$ cat src/rtl/perm_output_serializer.sv
// Buffers up to DEPTH finished permutation states and streams each one out
// as NBEATS registered beats of W_BEAT bits, low beat first, tag held per state.
module perm_output_serializer #(
  parameter int W_STATE = 1600,
  parameter int W_BEAT  = 200,
  parameter int NBEATS  = 8,
  parameter int W_TAG   = 8,
  parameter int DEPTH   = 2
) (
  input  logic                      clk,
  input  logic                      reset,
  input  logic                      pushin,
  input  logic [W_STATE-1:0]        din,
  input  logic [W_TAG-1:0]          tagin,
  output logic                      pushout,
  output logic [W_BEAT-1:0]         dout,
  output logic [$clog2(NBEATS)-1:0] doutix,
  output logic [W_TAG-1:0]          tagout,
  output logic                      overflow
);
  localparam int IXW = $clog2(NBEATS);
  localparam int PW  = $clog2(DEPTH);
  localparam int CW  = $clog2(DEPTH + 1);

  typedef enum logic {IDLE, SEND} state_t;

  typedef struct packed {
    logic [W_TAG-1:0]   tag;
    logic [W_STATE-1:0] data;
  } entry_t;

  entry_t             mem [DEPTH];
  state_t             state_q, state_d;
  logic [PW-1:0]      rd_q, rd_d, wr_q, wr_d;
  logic [CW-1:0]      cnt_q, cnt_d;
  logic [IXW-1:0]     beat_q, beat_d;
  logic               ovf_q;
  logic               pop, push_ok, upd;
  entry_t             src;
  logic [W_BEAT-1:0]  dout_d;

  function automatic logic [PW-1:0] inc(input logic [PW-1:0] p);
    return (p == PW'(DEPTH - 1)) ? '0 : p + 1'b1;
  endfunction

  // A push is accepted while full only when the head is leaving this cycle.
  assign pop     = (state_q == SEND) && (beat_q == IXW'(NBEATS - 1));
  assign push_ok = pushin && ((cnt_q < CW'(DEPTH)) || pop);
  assign cnt_d   = cnt_q + CW'(push_ok) - CW'(pop);
  assign rd_d    = pop ? inc(rd_q) : rd_q;
  assign wr_d    = push_ok ? inc(wr_q) : wr_q;

  always_comb begin
    state_d = state_q;
    beat_d  = beat_q;
    upd     = 1'b0;
    src     = mem[rd_q];
    case (state_q)
      IDLE: begin
        if (cnt_q != '0) begin
          state_d = SEND;
          beat_d  = '0;
          upd     = 1'b1;
        end
      end
      SEND: begin
        if (!pop) begin
          beat_d = beat_q + 1'b1;
          upd    = 1'b1;
        end else if (cnt_d != '0) begin
          beat_d = '0;
          upd    = 1'b1;
          // With a single entry left, the next head is the state arriving now.
          src    = (push_ok && cnt_q == CW'(1)) ? entry_t'({tagin, din}) : mem[rd_d];
        end else begin
          state_d = IDLE;
        end
      end
      default: state_d = IDLE;
    endcase
    dout_d = src.data[int'(beat_d)*W_BEAT +: W_BEAT];
  end

  always_ff @(posedge clk) begin
    if (push_ok) mem[wr_q] <= entry_t'({tagin, din});
  end

  always_ff @(posedge clk or negedge reset) begin
    if (!reset) begin
      state_q <= IDLE;
      rd_q    <= '0;
      wr_q    <= '0;
      cnt_q   <= '0;
      beat_q  <= '0;
      ovf_q   <= 1'b0;
      pushout <= 1'b0;
      dout    <= '0;
      tagout  <= '0;
    end else begin
      state_q <= state_d;
      rd_q    <= rd_d;
      wr_q    <= wr_d;
      cnt_q   <= cnt_d;
      beat_q  <= beat_d;
      pushout <= (state_d == SEND);
      if (pushin && !push_ok) ovf_q <= 1'b1;
      if (upd) begin
        dout   <= dout_d;
        tagout <= src.tag;
      end
    end
  end

  assign doutix   = beat_q;
  assign overflow = ovf_q;

endmodule

$ cat config.mk
export PLATFORM = sky130hd
export DESIGN_NAME = perm_output_serializer
export DESIGN_NICKNAME = d
export VERILOG_FILES = /design/src/rtl/perm_output_serializer.sv
export SDC_FILE = /design/constraint.sdc
export NUM_CORES = 2
export LEC_CHECK = 0
export CAP_MARGIN = 20
export CORE_AREA = 2 2 707 709
export DETAILED_ROUTE_END_ITERATION = 8
export DIE_AREA = 0 0 709 711
export PLACE_DENSITY_LB_ADDON = 0.05
export SYNTH_ARGS = -nofsm -noshare
export SYNTH_HDL_FRONTEND = slang
export SYNTH_SLANG_ARGS = --single-unit
$ cat constraint.sdc
create_clock -name clk -period 76 [get_ports clk]
set_input_delay 15.2 -clock clk [delete_from_list [all_inputs] [get_ports clk]]
set_output_delay 15.2 -clock clk [all_outputs]
set_load 0.02 [all_outputs]
# Word-level counts from Yosys, hierarchy flattened
# Memory sizes are Yosys's and may differ from the RTL's.
# Cells that the tools add are included.
[word_totals]
rom_bits = 0
mem_count = 1
mem_bits_rw = 3216
inputBits = 1611
reg_bits = 217
latchBits = 0
[op_classes]
muxes = 17
mul = 1
n_reduce_logical = 8
eq_ne = 2
n_shift = 1
n_lt_le_gt_ge = 1
n_div = 0
bitwise_logic = 1
n_addsub = 5
[memory_table]
columns = ["memory", "depth", "word_bits", "rd", "rd_ports_with_merged_regs", "write_ports", "line_no", "text"]
rows = [
  ["mem", 2, 1608, 2, 0, 1, "32", "entry_t mem [DEPTH];"],
]
[op_table]
columns = ["operator", "n"]
rows = [
  ["$mux 1608", 4],
  ["$shiftx 1600x12->200", 1],
  ["$mux 3", 3],
  ["$mul 3x5->8 const B", 1],
  ["$mux 1", 8],
  ["$pmux 3 s2", 1],
  ["$logic_and 1x1->1", 4],
  ["$reduce_bool 2->1", 2],
  ["$add 3x1->3 const B", 1],
  ["$eq 3x3->1 const B", 1],
  ["$add 1x1->1 const B", 2],
  ["$add 2x1->2", 1],
  ["$eq 2x1->1 const B", 1],
  ["$lt 2x2->1 const B", 1],
  ["$pmux 1 s2", 1],
  ["$sub 2x1->2", 1],
  ["$logic_not 1->1", 1],
  ["$logic_or 1x1->1", 1],
  ["$not 1->1", 1],
]

# Longest topological paths before layout
[logic_depth]
word_depth = 12
ltp_mapped = 21
ltp_nobuf = 17

# Worst setup path before layout
# No wires, ideal clock.
[synth_path]
path_type = "input -> register"
from = "in pushin"
to = "mem mem[0][0] (netlist bit), enable pin"
slack_ns = -9.354
arrival_ns = 81.723
t_required_ns = 72.369
stages = 2
path_cell_list = "nand2_1 -> nor2_1"
[synth_via]
elab_chain_cells = 3
[synth_lines]
columns = ["item", "line_no", "text"]
rows = [
  ["from (decl)", "12", "input logic pushin,"],
  ["$logic_and 1x1->1", "48", "assign push_ok = pushin && ((cnt_q < CW'(DEPTH)) || pop);"],
  ["$mux 1", "85", "if (push_ok) mem[wr_q] <= entry_t'({tagin, din});"],
  ["$mux 1 (implied by the code)", "85", ""],
  ["to (decl)", "32", ""],
]
# Every way passes these cells.

# Worst setup path after layout
[layout_path]
from = "in pushin"
to = "reg dout[173]"
[layout_via]
elab_chain_cells = 9
[layout_lines]
columns = ["item", "line_no", "text"]
rows = [
  ["$logic_and 1x1->1 *", "48", ""],
  ["$add 2x1->2 *", "49", "assign cnt_d = cnt_q + CW'(push_ok) - CW'(pop);"],
  ["$sub 2x1->2 *", "49", ""],
  ["named net cnt_d[0]", "35", "logic [CW-1:0] cnt_q, cnt_d;"],
  ["$reduce_bool 2->1 *", "70", "end else if (cnt_d != '0) begin"],
  ["$mux 3", "70", ""],
  ["$mux 3", "67", "if (!pop) begin"],
  ["$pmux 3 s2", "58", "case (state_q)"],
  ["$mul 3x5->8", "81", "dout_d = src.data[int'(beat_d)*W_BEAT +: W_BEAT];"],
  ["$shiftx 1600x12->200", "81", ""],
  ["to (signal assigned)", "108", "dout <= dout_d;"],
  ["to (decl)", "16", "output logic [W_BEAT-1:0] dout,"],
]
# The timed path passes the listed nets; every way through them passes the cells marked *.
# A chain may end at the register's enable or synchronous reset.

==> results.sh <==
export IMPL_status="finished clean"
export IMPL_syn_nets=11600
export IMPL_avgViaCountPerCell=5.22
export IMPL_synth_top_area_cell="edfxtp_1"
export IMPL_maxCapViolations=0
export IMPL_powerDensity_nw_per_um2=48.5
export IMPL_power_frac_comb_pct=45.6
export IMPL_grt_pass1_vias=96800
export IMPL_yosysWarnings=0
export IMPL_fin_tns_setup_ns=0
export IMPL_ys_seq_area_share_pct=72.4
export IMPL_clk_latency_ns=1.07
export IMPL_placed_area_um2=167000
export IMPL_grt_usage_pct=25.4
export IMPL_irDropWorstVdd_uv=54.9
export IMPL_port_buffers=1823
export IMPL_die_w_um=709
export IMPL_cts_buffer_depth=4
export IMPL_cts_sinks=3433
export IMPL_area_growth_pct=28.6
export IMPL_swShare_pct=43.6
export IMPL_post_cts_buffers=0
export IMPL_drive_above_1_share_pct=8.91
export IMPL_crit_end="dout[173]$_DFFE_PN0P_"
export IMPL_cp_end_kind="flop"
export IMPL_min_path_type="flop to flop"
export IMPL_synth_commonest_cells="3216 x edfxtp_1, 2125 x nand2_1, 547 x mux2i_1"
export IMPL_cts_resized=0
export IMPL_grt_pass1_wl_um=879000
export IMPL_startpoint_type="input port"
export IMPL_r2r_start="doutix[1]$_DFF_PN0_"
export IMPL_grt_overflow=0
export IMPL_route_met2_wl_um=322000
export IMPL_crit_arrival_ns=24.09
export IMPL_fin_area_um2=181000
export IMPL_met3_length_um=54200
export IMPL_fmax_mhz=43.1
export IMPL_drt_iter0_markers=9620
export IMPL_slew_violations=0
export IMPL_netlist_area_leader_share_pct=68.6
export IMPL_met1_length_um=258000
export IMPL_timing_worst_setup_path_type="input port to flop"
export IMPL_period_needed_ns=23.19
export IMPL_setup_viol=0
export IMPL_syn_cell_area_um2=141000
export IMPL_clk_pin_slew_ns=0.06
export IMPL_p_total_mw=8.79
export IMPL_topRoutingLayerUsed="met5"
export IMPL_grt_max_degree=192
export IMPL_io_pin_count=1824
export IMPL_yosysUniqueCellTypes=67
export IMPL_period_share_pct=30.5
export IMPL_die_h_um=711
export IMPL_slew_headroom_pct=5.27
export IMPL_initial_utilization_pct=28.4
export IMPL_h_tree_depth=5
export IMPL_post_synth_top_count_cell="edfxtp_1"
export IMPL_ys_async_sr_fraction_pct=6.32
export IMPL_yosys_top_cells_area="edfxtp_1 69%, nand2_1 5.7%, mux2i_1 3.9%"
export IMPL_ff2ff_path_depth=22
export IMPL_cts_tree="done"
export IMPL_p_leak_nw=61.1
export IMPL_synth_seq_cells=3433
export IMPL_switching_power_mw=3.84
export IMPL_rsz0062_at_grt="no"
export IMPL_core_area_um2=496000
export IMPL_skew_ns=0.100
export IMPL_cts_buffers=410
export IMPL_core_rowCount=259
export IMPL_p_seq_share_pct=31.3
export IMPL_syn_inst=10000
export IMPL_place_gp_congestion=0.821
export IMPL_intPower_mw=4.95
export IMPL_antenna_found_initial=668
export IMPL_finalHoldViolations=0
export IMPL_ant_nets=0
export IMPL_synthFlopType="edfxtp_1"
export IMPL_wire_per_inst_um=35.0
export IMPL_worst_pin_slew_ns=1.42
export IMPL_ctsRootBufferMaster="clkbuf_16"
export IMPL_drc=0
export IMPL_p_clk_share_pct=23.1
export IMPL_holdBufCountCts=0
export IMPL_cp_startpoint="pushin"
export IMPL_design_die_area_um2=504000
export IMPL_rr_endpoint="dout[173]$_DFFE_PN0P_"
export IMPL_vias=99100
export IMPL_synth_avg_cell_area_um2=14.0
export IMPL_finalNetCount=13400
export IMPL_cp_required_ns=76.90
export IMPL_wirelength_um=663000
export IMPL_drtPass1Iterations=8
export IMPL_hpwl_um=457000
export IMPL_cp_max_fo=106
export IMPL_synth_edf_count=3216
export IMPL_r2r_setup_slack_ns=65.74
[per-stage QoR]
stage / utilization (%) / worst slack, ns / std cells / hold WS, ns
finish: 36.5 / 52.81 / 19000 / 0.488
global placement: 33.6 / 52.07 / 18000 / 0.460
global route: 36.4 / 52.59 / 18900 / 0.525
CTS: 36.4 / 53.04 / 18800 / 0.500
floorplan: - / 18.01 / 10000 / 0.479
detailed placement: 33.6 / 51.95 / 18000 / 0.487
[worst min-delay path by stage]
stage                                       end  slack (ns)             startpoint  depth (start not counted)
after CTS                 tagout[4]$_DFFE_PN0P_        0.50  tagout[4]$_DFFE_PN0P_                          2
after floorplan                wr_q$_DFFE_PN0P_        0.48       wr_q$_DFFE_PN0P_                          1
after global placement     overflow$_DFFE_PN0P_        0.46   overflow$_DFFE_PN0P_                          1
after global routing       dout[93]$_DFFE_PN0P_        0.52   dout[93]$_DFFE_PN0P_                          2
final                     tagout[4]$_DFFE_PN0P_        0.49  tagout[4]$_DFFE_PN0P_                          2
after detailed placement  dout[116]$_DFFE_PN0P_        0.49  dout[116]$_DFFE_PN0P_                          2
[sequential cells by signal, summed over array words and instances, names as in the netlist]
name      flops
cnt_q         2
doutix        3
dout        200
state_q       1
wr_q          1
tagout        8
mem        3216
overflow      1
rd_q          1
[critical path, stage by stage]
cell and delay [ns]:
clkdlybuf4s50_1 0.53, nand2_1 0.17, ha_1 0.32, inv_1 0.04, ha_1 0.38, and4b_1 0.37, a221oi_4 0.11, inv_8 0.51
buf_4 0.78, buf_4 0.82, buf_4 0.73, buf_4 0.75, buf_4 0.78, buf_4 0.64, mux2i_1 0.16, a32oi_1 0.80
buf_4 0.25, a31oi_1 0.08, nor3_1 0.21
[cell usage in the layout (no fill, tap or decap), types with 80 or more instances in the layout]
cell type | synthesis | routed
nand4_1 | 88 | 88
a31oi_1 | 217 | 216
nor2_1 | 325 | 307
buf_4 | 6 | 184
o21ai_1 | 96 | 96
diode_2 | 0 | 198
clkbuf_16 | 0 | 410
edfxtp_1 | 3216 | 3216
a21oi_1 | 465 | 463
clkdlybuf4s50_1 | 0 | 1821
o22ai_1 | 213 | 213
nand2_1 | 2125 | 2115
o211ai_1 | 100 | 100
nand3_1 | 530 | 528
a211oi_1 | 186 | 186
dfrtp_1 | 217 | 216
mux4_2 | 201 | 201
clkbuf_1 | 406 | 102
mux2i_1 | 547 | 547
a32oi_1 | 80 | 80
o21ai_0 | 210 | 209
[power groups by stage]
stage | Combinational [mW] | Clock, mW | Sequential (mW)
2_1_floorplan | 2.14 | 0 | 3.52
3_3_place_gp | 4.06 | 0 | 2.78
3_5_place_dp | 4.09 | 0 | 2.79
4_1_cts | 4.11 | 2.08 | 2.75
5_1_grt | 4.29 | 2.15 | 2.78
6_report | 4.01 | 2.03 | 2.75
[cell type report]
class	count	area, um^2
flip-flops and latches	3433	102000
well taps	6655	8330
clock inverters	216	2680
inverters	12	80.1
fillers	47400	315000
clock buffers	553	11200
diodes	198	495
multi-input cells	5864	36100
repair buffers	2033	20200
[routing by layer]
layer	GRT usage (%)	vias up
met3	7.18	1498
met1	30.8	50600
li1	-	42300
met5	0	-
met4	10.6	244
met2	42.3	4404
[logic make-up (layout without fill, tap and decap cells)]
family | count (synthesis) | after routing | synth area share [%]
AOI/OAI and AO/OA | 1897 | 1897 | 8.80
xor gates and xnor gates | 2 | 2 | 0.0231
adders and majority gates | 4 | 4 | 0.0355
buffers and inverters | 729 | 2814 | 2.14
DFF | 3433 | 3433 | 72.4
muxes | 754 | 754 | 7.15
other | 0 | 198 | 0
and+or+nand+nor | 3207 | 3207 | 9.41
No activity file was read; power rests on OpenSTA's default activity.
